**config.mk**
```make
export PLATFORM = sky130hd
export DESIGN_NAME = param_stream_fifo
export DESIGN_NICKNAME = d
export VERILOG_FILES = /design/src/rtl/stream_pkg.sv /design/src/rtl/wrap_ptr.sv /design/src/rtl/param_stream_fifo.sv
export SDC_FILE = /design/constraint.sdc
export NUM_CORES = 1
export LEC_CHECK = 0
export CAP_MARGIN = 15
export CORE_ASPECT_RATIO = 1.4
export CORE_UTILIZATION = 56
export CTS_CLUSTER_DIAMETER = 50
export DETAILED_ROUTE_END_ITERATION = 8
export PLACE_DENSITY = 0.83
export SYNTH_ARGS = -nofsm -noshare
export SYNTH_HDL_FRONTEND = slang
export SYNTH_SLANG_ARGS = --single-unit
```
**constraint.sdc**
```tcl
create_clock -name clk -period 5.34 [get_ports clk]
set_input_delay 1.335 -clock clk [delete_from_list [all_inputs] [get_ports clk]]
set_output_delay 1.335 -clock clk [all_outputs]
set_load 0.1 [all_outputs]
```
**src/rtl/stream_pkg.sv**
```systemverilog
// Shared types and sizing helpers for the parameterised stream FIFO.
// Latency: n/a (declarations only).
// Backpressure: n/a.
package stream_pkg;

    // Largest supported FIFO depth.
    localparam int unsigned MAX_DEPTH = 256;

    // Default payload word.
    typedef logic [7:0] byte_t;

    // Bits needed to hold the values 0..n inclusive (occupancy counters).
    function automatic int unsigned clog2p1(input int unsigned n);
        return $clog2(n + 1);
    endfunction

endpackage

```
**src/rtl/wrap_ptr.sv**
```systemverilog
// Modulo-DEPTH pointer counter; wraps DEPTH-1 -> 0 by explicit compare.
// Latency: pointer advances on the clock edge after inc is sampled high.
// Backpressure: none; the caller qualifies inc.
// Ports: clk, rst (async active-high), inc (advance request), ptr (current value).
module wrap_ptr #(
    parameter int unsigned DEPTH = 4
) (
    input  logic                     clk,
    input  logic                     rst,
    input  logic                     inc,
    output logic [$clog2(DEPTH)-1:0] ptr
);

    localparam int unsigned PW = $clog2(DEPTH);

    logic [PW-1:0] ptr_q;
    logic [PW-1:0] ptr_d;

    // DEPTH need not be a power of two, so wrap on compare rather than overflow.
    always_comb begin
        ptr_d = ptr_q;
        if (inc) begin
            if (ptr_q == PW'(DEPTH - 1)) begin
                ptr_d = '0;
            end else begin
                ptr_d = ptr_q + PW'(1);
            end
        end
    end

    always_ff @(posedge clk or posedge rst) begin
        if (rst) begin
            ptr_q <= '0;
        end else begin
            ptr_q <= ptr_d;
        end
    end

    assign ptr = ptr_q;

endmodule

```
**src/rtl/param_stream_fifo.sv**
```systemverilog
// Valid/ready FIFO with occupancy count, almost-full watermark and sticky overflow.
// Latency: 1 cycle push-to-head; 0 cycles when FALLTHROUGH=1 and the FIFO is empty.
// Backpressure: in_ready = not full, registered; no combinational path from out_ready.
// Ports: clk, rst (async active-high); in_valid/in_ready/in_data producer side;
//        out_valid/out_ready/out_data consumer side; count, almost_full, overflow status.
module param_stream_fifo
    import stream_pkg::*;
#(
    parameter type         T           = byte_t,
    parameter int unsigned DEPTH       = 4,
    parameter int unsigned AFULL_LVL   = DEPTH - 1,
    parameter bit          FALLTHROUGH = 1'b0
) (
    input  logic                        clk,
    input  logic                        rst,
    input  logic                        in_valid,
    output logic                        in_ready,
    input  T                            in_data,
    output logic                        out_valid,
    input  logic                        out_ready,
    output T                            out_data,
    output logic [clog2p1(DEPTH)-1:0]   count,
    output logic                        almost_full,
    output logic                        overflow
);

    localparam int unsigned CW = clog2p1(DEPTH);
    localparam int unsigned PW = $clog2(DEPTH);

    if (DEPTH < 2 || DEPTH > MAX_DEPTH || AFULL_LVL > DEPTH) begin : g_bad_params
        $error("param_stream_fifo: DEPTH must be 2..%0d and AFULL_LVL <= DEPTH", MAX_DEPTH);
    end

    T mem [DEPTH];

    logic [CW-1:0] count_q;
    logic [CW-1:0] count_d;
    logic          overflow_q;
    logic          overflow_d;

    logic [PW-1:0] rd_ptr;
    logic [PW-1:0] wr_ptr;

    logic empty;
    logic full;
    logic bypass;
    logic bypass_xfer;
    logic push;
    logic pop;
    logic wr_en;
    logic rd_inc;

    assign empty = (count_q == '0);
    assign full  = (count_q == CW'(DEPTH));

    // Fallthrough presents the producer word directly when nothing is stored.
    assign bypass      = FALLTHROUGH && empty && in_valid;
    assign bypass_xfer = bypass && out_ready;

    assign in_ready  = !full;
    assign out_valid = !empty || bypass;
    assign out_data  = bypass ? in_data : mem[rd_ptr];

    assign push = in_valid && in_ready;
    assign pop  = out_valid && out_ready;

    // A word that passes straight through never touches storage or pointers.
    assign wr_en  = push && !bypass_xfer;
    assign rd_inc = pop && !bypass_xfer;

    always_comb begin
        count_d = count_q;
        case ({wr_en, rd_inc})
            2'b10:   count_d = count_q + CW'(1);
            2'b01:   count_d = count_q - CW'(1);
            default: count_d = count_q;
        endcase
    end

    assign overflow_d = overflow_q || (in_valid && !in_ready);

    always_ff @(posedge clk or posedge rst) begin
        if (rst) begin
            count_q    <= '0;
            overflow_q <= 1'b0;
        end else begin
            count_q    <= count_d;
            overflow_q <= overflow_d;
        end
    end

    // Storage is deliberately left unreset; pointers and count define validity.
    always_ff @(posedge clk) begin
        if (wr_en) begin
            mem[wr_ptr] <= in_data;
        end
    end

    wrap_ptr #(.DEPTH(DEPTH)) u_wr_ptr (
        .clk (clk),
        .rst (rst),
        .inc (wr_en),
        .ptr (wr_ptr)
    );

    wrap_ptr #(.DEPTH(DEPTH)) u_rd_ptr (
        .clk (clk),
        .rst (rst),
        .inc (rd_inc),
        .ptr (rd_ptr)
    );

    assign count       = count_q;
    assign almost_full = (count_q >= CW'(AFULL_LVL));
    assign overflow    = overflow_q;

endmodule

```
Word-level counts from Yosys, hierarchy flattened
Memories as Yosys holds them, arrays and structs flattened.
Index checks and enable logic that the tools add are counted.
{"block": "word_totals", "regBits": 8, "wordCells": 28, "out_inout_bits": 15, "n_memories": 1, "inputBits": 12, "ramBits": 32}
{"memory": "mem", "depth": 4, "width": 8, "rd": 1, "rd_ports_with_merged_regs": 0, "write_ports": 1, "line": "param_stream_fifo.sv:34", "text": "T mem [DEPTH];"}
{"block": "classes", "magnitude_cmp": 1, "add_sub_neg": 4, "n_mux": 5, "n_reduce_logical": 8, "n_eq_ne": 5}
{"operator": "== test 2 bit, second input constant", "count": 3}
{"operator": "one-hot mux 3 bit (2 select lines)", "count": 1}
{"operator": "adder 2 x 1 -> 2 bit, second input constant", "count": 2}
{"operator": "2-to-1 mux 2 bit", "count": 2}
{"operator": "adder 3 x 1 -> 3 bit, second input constant", "count": 1}
{"operator": "== test 3 bit, second input constant", "count": 1}
{"operator": ">= comparator 3 x 2 -> 1 bit, second input constant", "count": 1}
{"operator": "logical AND 1 bit", "count": 3}
{"operator": "zero test 3 bit", "count": 1}
{"operator": "subtractor 3 x 1 -> 3 bit, second input constant", "count": 1}
{"operator": "== test 2 x 1 -> 1 bit, second input constant", "count": 1}
{"operator": "zero test 1 bit", "count": 2}
{"operator": "2-to-1 mux 1 bit", "count": 2}
{"operator": "nonzero test 2 bit", "count": 1}
{"operator": "logical OR 1 bit", "count": 1}

Longest topological paths before layout
{"block": "depth", "ltp_word": 5, "depth_mapped": 9, "ltp_nobuf": 9}

By module
A second synthesis with hierarchy kept.
{"block": "unflattened", "hier_cells": 83, "area_unflattened_um2": 1649.1}
{"mod": "param_stream_fifo", "area_each_um2": 1453.9, "seq_area_each_um2": 1061.0, "cells_per_inst": 69, "instances": 1}
{"mod": "wrap_ptr", "area_each_um2": 97.6, "seq_area_each_um2": 50.0, "cells_per_inst": 7, "instances": 2}

Least setup slack after synthesis
OpenSTA, ideal clock, no wires.
{"block": "synth_path", "path_kind": "register -> output", "from": "register count_q[2] (netlist: count[2])", "to": "output in_ready", "required_ps": 4005, "path_stages_with_launch": 3, "path_buffers": 0, "t_arrival_ps": 1826, "slack_ps": 2179, "cell_sequence": "dfrtp_1 nor3b_2 inv_1"}
{"block": "synth_via", "elab_chain_len": 2}
{"item": "start: declaration", "line": "param_stream_fifo.sv:36", "text": "logic [CW-1:0] count_q;"}
{"item": "start signal: assignment", "line": "param_stream_fifo.sv:87", "text": "count_q <= count_d;"}
{"item": "== test 3 bit", "line": "param_stream_fifo.sv:54", "text": "assign full = (count_q == CW'(DEPTH));"}
{"item": "zero test 1 bit", "line": "param_stream_fifo.sv:60", "text": "assign in_ready = !full;"}
{"item": "end: declaration", "line": "param_stream_fifo.sv:17", "text": "output logic in_ready,"}
No other way between the ends.

==> results.py <==
metrics = {
    "die": {
        "die_area_um2": 3231,
        "design.portCount": 27,
        "initial_core_util": 0.5907,
        "fp.dieH_um": 66.86,
        "die_w_um": 48.33,
        "core_um2": 2849,
        "rows": 23,
    },
    "synth": {
        "async_flop_share": 0.2000,
        "avgSynthCellArea_um2": 19.34,
        "yosysUniqueCellTypes": 19,
        "ys_ff_latch": 40,
        "synth_ff_type": "edfxtp_1",
        "synth_edf_count": 32,
        "yosysWarnings": 0,
        "netlist_area_um2": 1683,
        "syn_nets": 106,
        "synth-seq-area-share": 0.6900,
        "syn_inst": 87,
    },
    "worst_setup_path": {
        "path_max_fanout": 11,
        "crit_start": "u_rd_ptr.ptr[0]$_DFFE_PP0P_",
        "rrSetupSlack_ps": 3230,
        "worstSetupStartpointType": "flop",
        "crit_arrival_ps": 2580,
        "rr_worst_depth": 9,
        "critical_path_buf_inv_count": 1,
        "cpMaxStageDelayCell": "clkdlybuf4s50_1",
        "cp-end-kind": "output port",
        "cp.depth": 2,
        "slowest_delay_ps": 980,
        "r2r_start": "count[0]$_DFFE_PP0P_",
        "crit_chain": "mux4_2 > clkdlybuf4s50_1",
        "critical-path-top-delay-family": "buffers and inverters",
        "critical_path_class": "flop to output port",
        "critPathRequiredTime_ps": 4010,
    },
    "min_path": {
        "hold_path_depth": 1,
        "hp-start": "overflow$_DFF_PP0_",
        "hold_class": "flop to flop",
    },
    "sta": {
        "setup_viol": 0,
        "rsz0062_at_grt": "false",
        "finalHoldViolCount": 0,
        "tns_ps": 0,
        "skew_ps": 4.828,
        "slew_viol_final": 0,
        "fin_crit_sh": 0.7327,
        "fmax_ghz": 0.2556,
        "finalCriticalPeriod_ps": 3912,
        "slew_headroom": 0.3507,
        "worst_pin_slew_ps": 970.9,
    },
    "final_layout": {
        "drive_gt1_frac": 0.2437,
        "fin_nets": 137,
        "final_cell_mix": "edfxtp_1 (32), clkdlybuf4s50_1 (26), inv_1 (9)",
        "area_growth_syn_to_layout_pct": 24.09,
        "layout.cells.most_common": "edfxtp_1",
        "fillers": 186,
        "diodes": 0,
    },
    "routing": {
        "dr.pass1.iters": 4,
        "vias_per_cell": 5.494,
        "ant_nets": 0,
        "wire_per_inst_um": 16.82,
        "num_vias": 857,
        "drt_wl_total_mm": 2.624,
        "drt_iter0_drc": 30,
        "remaining_drc_errors": 0,
    },
    "cts": {
        "clkTransAtPathRegs_ps": 70,
        "clockBufferDepth": 2,
        "h-tree-depth": 2,
        "hold_buffers": 0,
        "cts_buffers": 5,
        "cts_setup_buffers": 0,
        "tritoncts": "yes",
        "cts_resized": 0,
        "insertion_delay_ps": 290,
        "cts_root_buf": "clkbuf_8",
        "cts_sinks": 40,
    },
    "grt": {
        "track_usage": 0.1944,
        "grt_pass1_wl_mm": 4.319,
        "antenna_found_initial": 0,
        "gr-total-overflow": 0,
        "grt_pass1_vias": 882,
        "grt_start_max_net_pins": 13,
    },
    "placement": {
        "dp_hpwl_mm": 1.831,
        "port_buffers": 26,
        "gp_congestion": 0.7846,
    },
    "flow_run": {
        "cap_viol_max_count": 0,
    },
    "status": {
        "status": "completed",
    },
}
==> cell usage after synthesis (2+ instances only) <==
library cell / instances / area, um^2
inv_1: 9 / 33.78
mux2_4: 4 / 60.06
mux4_2: 8 / 180.2
edfxtp_1: 32 / 960.9
xor2_1: 2 / 17.52
nor2_1: 3 / 11.26
a21o_2: 2 / 17.52
and2_2: 4 / 30.03
dfrtp_1: 8 / 200.2
ha_1: 6 / 75.07
==> metrics by stage <==
stage / area [um^2] / util / instances / worst slack, ps / hold slack (ps)
floorplan: 1683 / - / 87 / 2179 / 534.8
global placement: 1981 / 0.6952 / 148 / 1753 / 444.3
detailed placement: 1981 / 0.6952 / 148 / 1707 / 467.6
CTS: 2088 / 0.7330 / 156 / 1375 / 491.1
global route: 2088 / 0.7330 / 156 / 1326 / 501.7
finish: 2088 / 0.7330 / 156 / 1428 / 484.2
==> worst reg2reg max path: cells and delay by family, from the launching register on <==
family                   cells  cell delay [ps]
XOR/XNOR                     2              300
flip-flops                   1              460
AND/OR/NAND/NOR              3              580
buffers and inverters        2              140
adder cells (fa/ha/maj)      2              560
==> flip-flops by register name (all words and copies together) (netlist names) <==
name          count
mem              32
u_rd_ptr.ptr      2
count             3
u_wr_ptr.ptr      2
overflow          1
==> worst paths after layout <==
| check | endpoint |
|---|---|
| setup / recovery | out_data[0] |
| min in group asynchronous | u_rd_ptr.ptr[0]$_DFFE_PP0P_ |
| setup reg to reg | count[2]$_DFFE_PP0P_ |
| max in group asynchronous | overflow$_DFF_PP0_ |
| hold / removal | overflow$_DFF_PP0_ |
| hold reg to reg | overflow$_DFF_PP0_ |
==> logic make-up (layout without fill, tap and decap cells) <==
family	after synthesis	count (layout)	synth area share
xor+xnor	3	3	0.01562
buf+inv	11	43	0.02527
mux	13	13	0.1487
flops	40	40	0.6900
simple gates	11	11	0.05353
compound gates	2	2	0.01041
fa+ha+maj	7	7	0.05650
==> cell type report <==
class                      count  area (um^2)  area share
multi-input combinational     36        479.2      0.2295
clock buffer                   6        72.57     0.03475
tap                           37        46.29     0.02217
timing repair buffer          26        260.3      0.1246
clock inverter                 2        35.03     0.01678
sequential                    40         1161      0.5560
inverter                       9        33.78     0.01618
==> metal layers <==
layer	wire, um	part of all wire	global-route usage
met1	946	0.36	0.2054
met2	1495	0.57	0.3504
met3	131	0.050	0.06164
met4	50	0.019	0.09559
met5	0	0	0
Power is left out: the tool's default activity adds up to more than one toggle a clock period on the data nets, which glitch-free logic cannot reach.
==> variant (same settings) <==
Register the output `count` once more, with the module's reset; this adds one clock of latency there. The other outputs are not delayed to match.
--- a/src/rtl/param_stream_fifo.sv
+++ b/src/rtl/param_stream_fifo.sv
@@ -110,7 +110,13 @@
         .ptr (rd_ptr)
     );
 
-    assign count       = count_q;
+    always_ff @(posedge clk or posedge rst) begin
+        if (rst) begin
+            count <= '0;
+        end else begin
+            count <= count_q;
+        end
+    end
     assign almost_full = (count_q >= CW'(AFULL_LVL));
     assign overflow    = overflow_q;
 
Behaviour: not the same (Yosys sat finds a counterexample within 4 cycles, from zero or initial values and one cycle with rst high).
==> variant against the unedited design <==
Setup slack better by 0.013 ns. Synthesized area up 4.5%. Sequential share of layout area up 2.1 points. Maximum frequency up 0.33%. Design area up 2.6%. Routed wire length up 4.8%. Sequential cell count up 3. Critical path type unchanged. Largest cell class unchanged.
Power is left out: the tool's default activity adds up to more than one toggle a clock period on the data nets, which glitch-free logic cannot reach.
==> variant: results (changes against the unedited design) <==
clock skew=0.005709 ns (was 0.004828 ns); Nets=140 (was 137); Post-Synthesis Cells=90 (was 87); fraction of layout cells with a size suffix above 1=0.1983 (was 0.2437); hold_ws=0.4834 ns (was 0.4842 ns); total track usage=0.1972 (was 0.1944); HPWL after DPL=2.013 mm (was 1.831 mm); initial drt markers=25 (was 30); per-cell routed wire length=17.40 um (was 16.82 um); Post-synth ARST share=0.2558 (was 0.2000); Finished Layout Cells=158 (was 156); Reg clk slew, reported paths=0.07 ns (about the same); status=complete, no violations (unchanged); cts repair resizes=0 (unchanged); filler cell count=201 (was 186); Port-buffer cells=26 (unchanged); GPL Wtd Cong=0.6984 (was 0.7846); Syn Nets=109 (was 106); Layout Area Growth over Synthesis=21.92% (was 24.09%); sequential share of the synthesized area=0.7032 (was 0.6900); first-pass GRT wire length=4.436 mm (was 4.319 mm); drt first pass iters=3 (was 4); Max Fclk=0.2564 GHz (was 0.2556 GHz); worst reg2reg setup slack=3.19 ns (was 3.23 ns); worst slack at placement=1.714 ns (was 1.707 ns); synth cell count leaders=32 x edfxtp_1, 11 x dfrtp_1, 9 x inv_1, 8 x mux4_2, 6 x ha_1 (was 32 x edfxtp_1, 9 x inv_1, 8 x dfrtp_1, 8 x mux4_2, 6 x ha_1); Synth cell types=20 (was 19); placed inst area=2056 um^2 (was 1981 um^2); Slew @ Worst Pin=0.9792 ns (was 0.9709 ns); Cell Count Post-Placement=151 (was 148); Synthesis Warnings=0 (unchanged); DR vias=851 (was 857); synth top area cells=edfxtp_1 55%, dfrtp_1 16%, mux4_2 10%, ha_1 4.3%, mux2_4 3.4% (was edfxtp_1 57%, dfrtp_1 12%, mux4_2 11%, ha_1 4.5%, mux2_4 3.6%); vias in the first global route=926 (was 882); critical path arrival=2.56 ns (was 2.58 ns)
[variant: changes by cell type in the layout (fill, tap and decap cells not counted), sizes merged]
| cell | before | now |
|---|---|---|
| bufinv | 1 | 0 |
| dfrtp | 8 | 11 |
[variant: worst max-delay path, cell delays in order (launching register included)]
cell and delay (ns):
dfrtp_1 0.72, mux4_2 0.57, clkdlybuf4s50_1 0.98
[variant: routing by layer]
metal,GRT usage,share of wire
met5,0,0
met4,0.1140,0.031
met3,0.07111,0.050
met2,0.3510,0.55
met1,0.1994,0.37
[variant: cell families (layout without fill, tap and decap cells)]
family                   after synthesis  in the layout  share of synthesized area
flip-flops                            43             43                     0.7032
AND/OR/NAND/NOR                       11             11                    0.05195
multiplexers                          13             13                     0.1423
AO/OA/AOI/OAI                          2              2                   0.009255
buffers and inverters                 11             42                    0.02419
adder cells (fa/ha/maj)                7              7                    0.05409
XOR/XNOR                               3              3                    0.01495
[variant: final timing paths]
| path | startpoint | to | depth (start not counted) |
|---|---|---|---|
| max | u_rd_ptr.ptr[0] | out_data[3] | 2 |
| min | count_q[2] | count[2] | 0 |
| max reg2reg | count_q[0] | count_q[2] | 9 |
| min reg2reg | count_q[2] | count[2] | 0 |
| max in group asynchronous | rst | u_rd_ptr.ptr[0] | 2 |
| min in group asynchronous | rst | u_wr_ptr.ptr[0] | 2 |
[variant: layout make-up]
type	instances	share of cell area
Clock buffer	6	0.03853
Clock inverter	1	0.002335
Inverter	9	0.01576
Multi-Input combinational cell	36	0.2236
Sequential cell	43	0.5768
Tap cell	37	0.02160
Timing Repair Buffer	26	0.1214
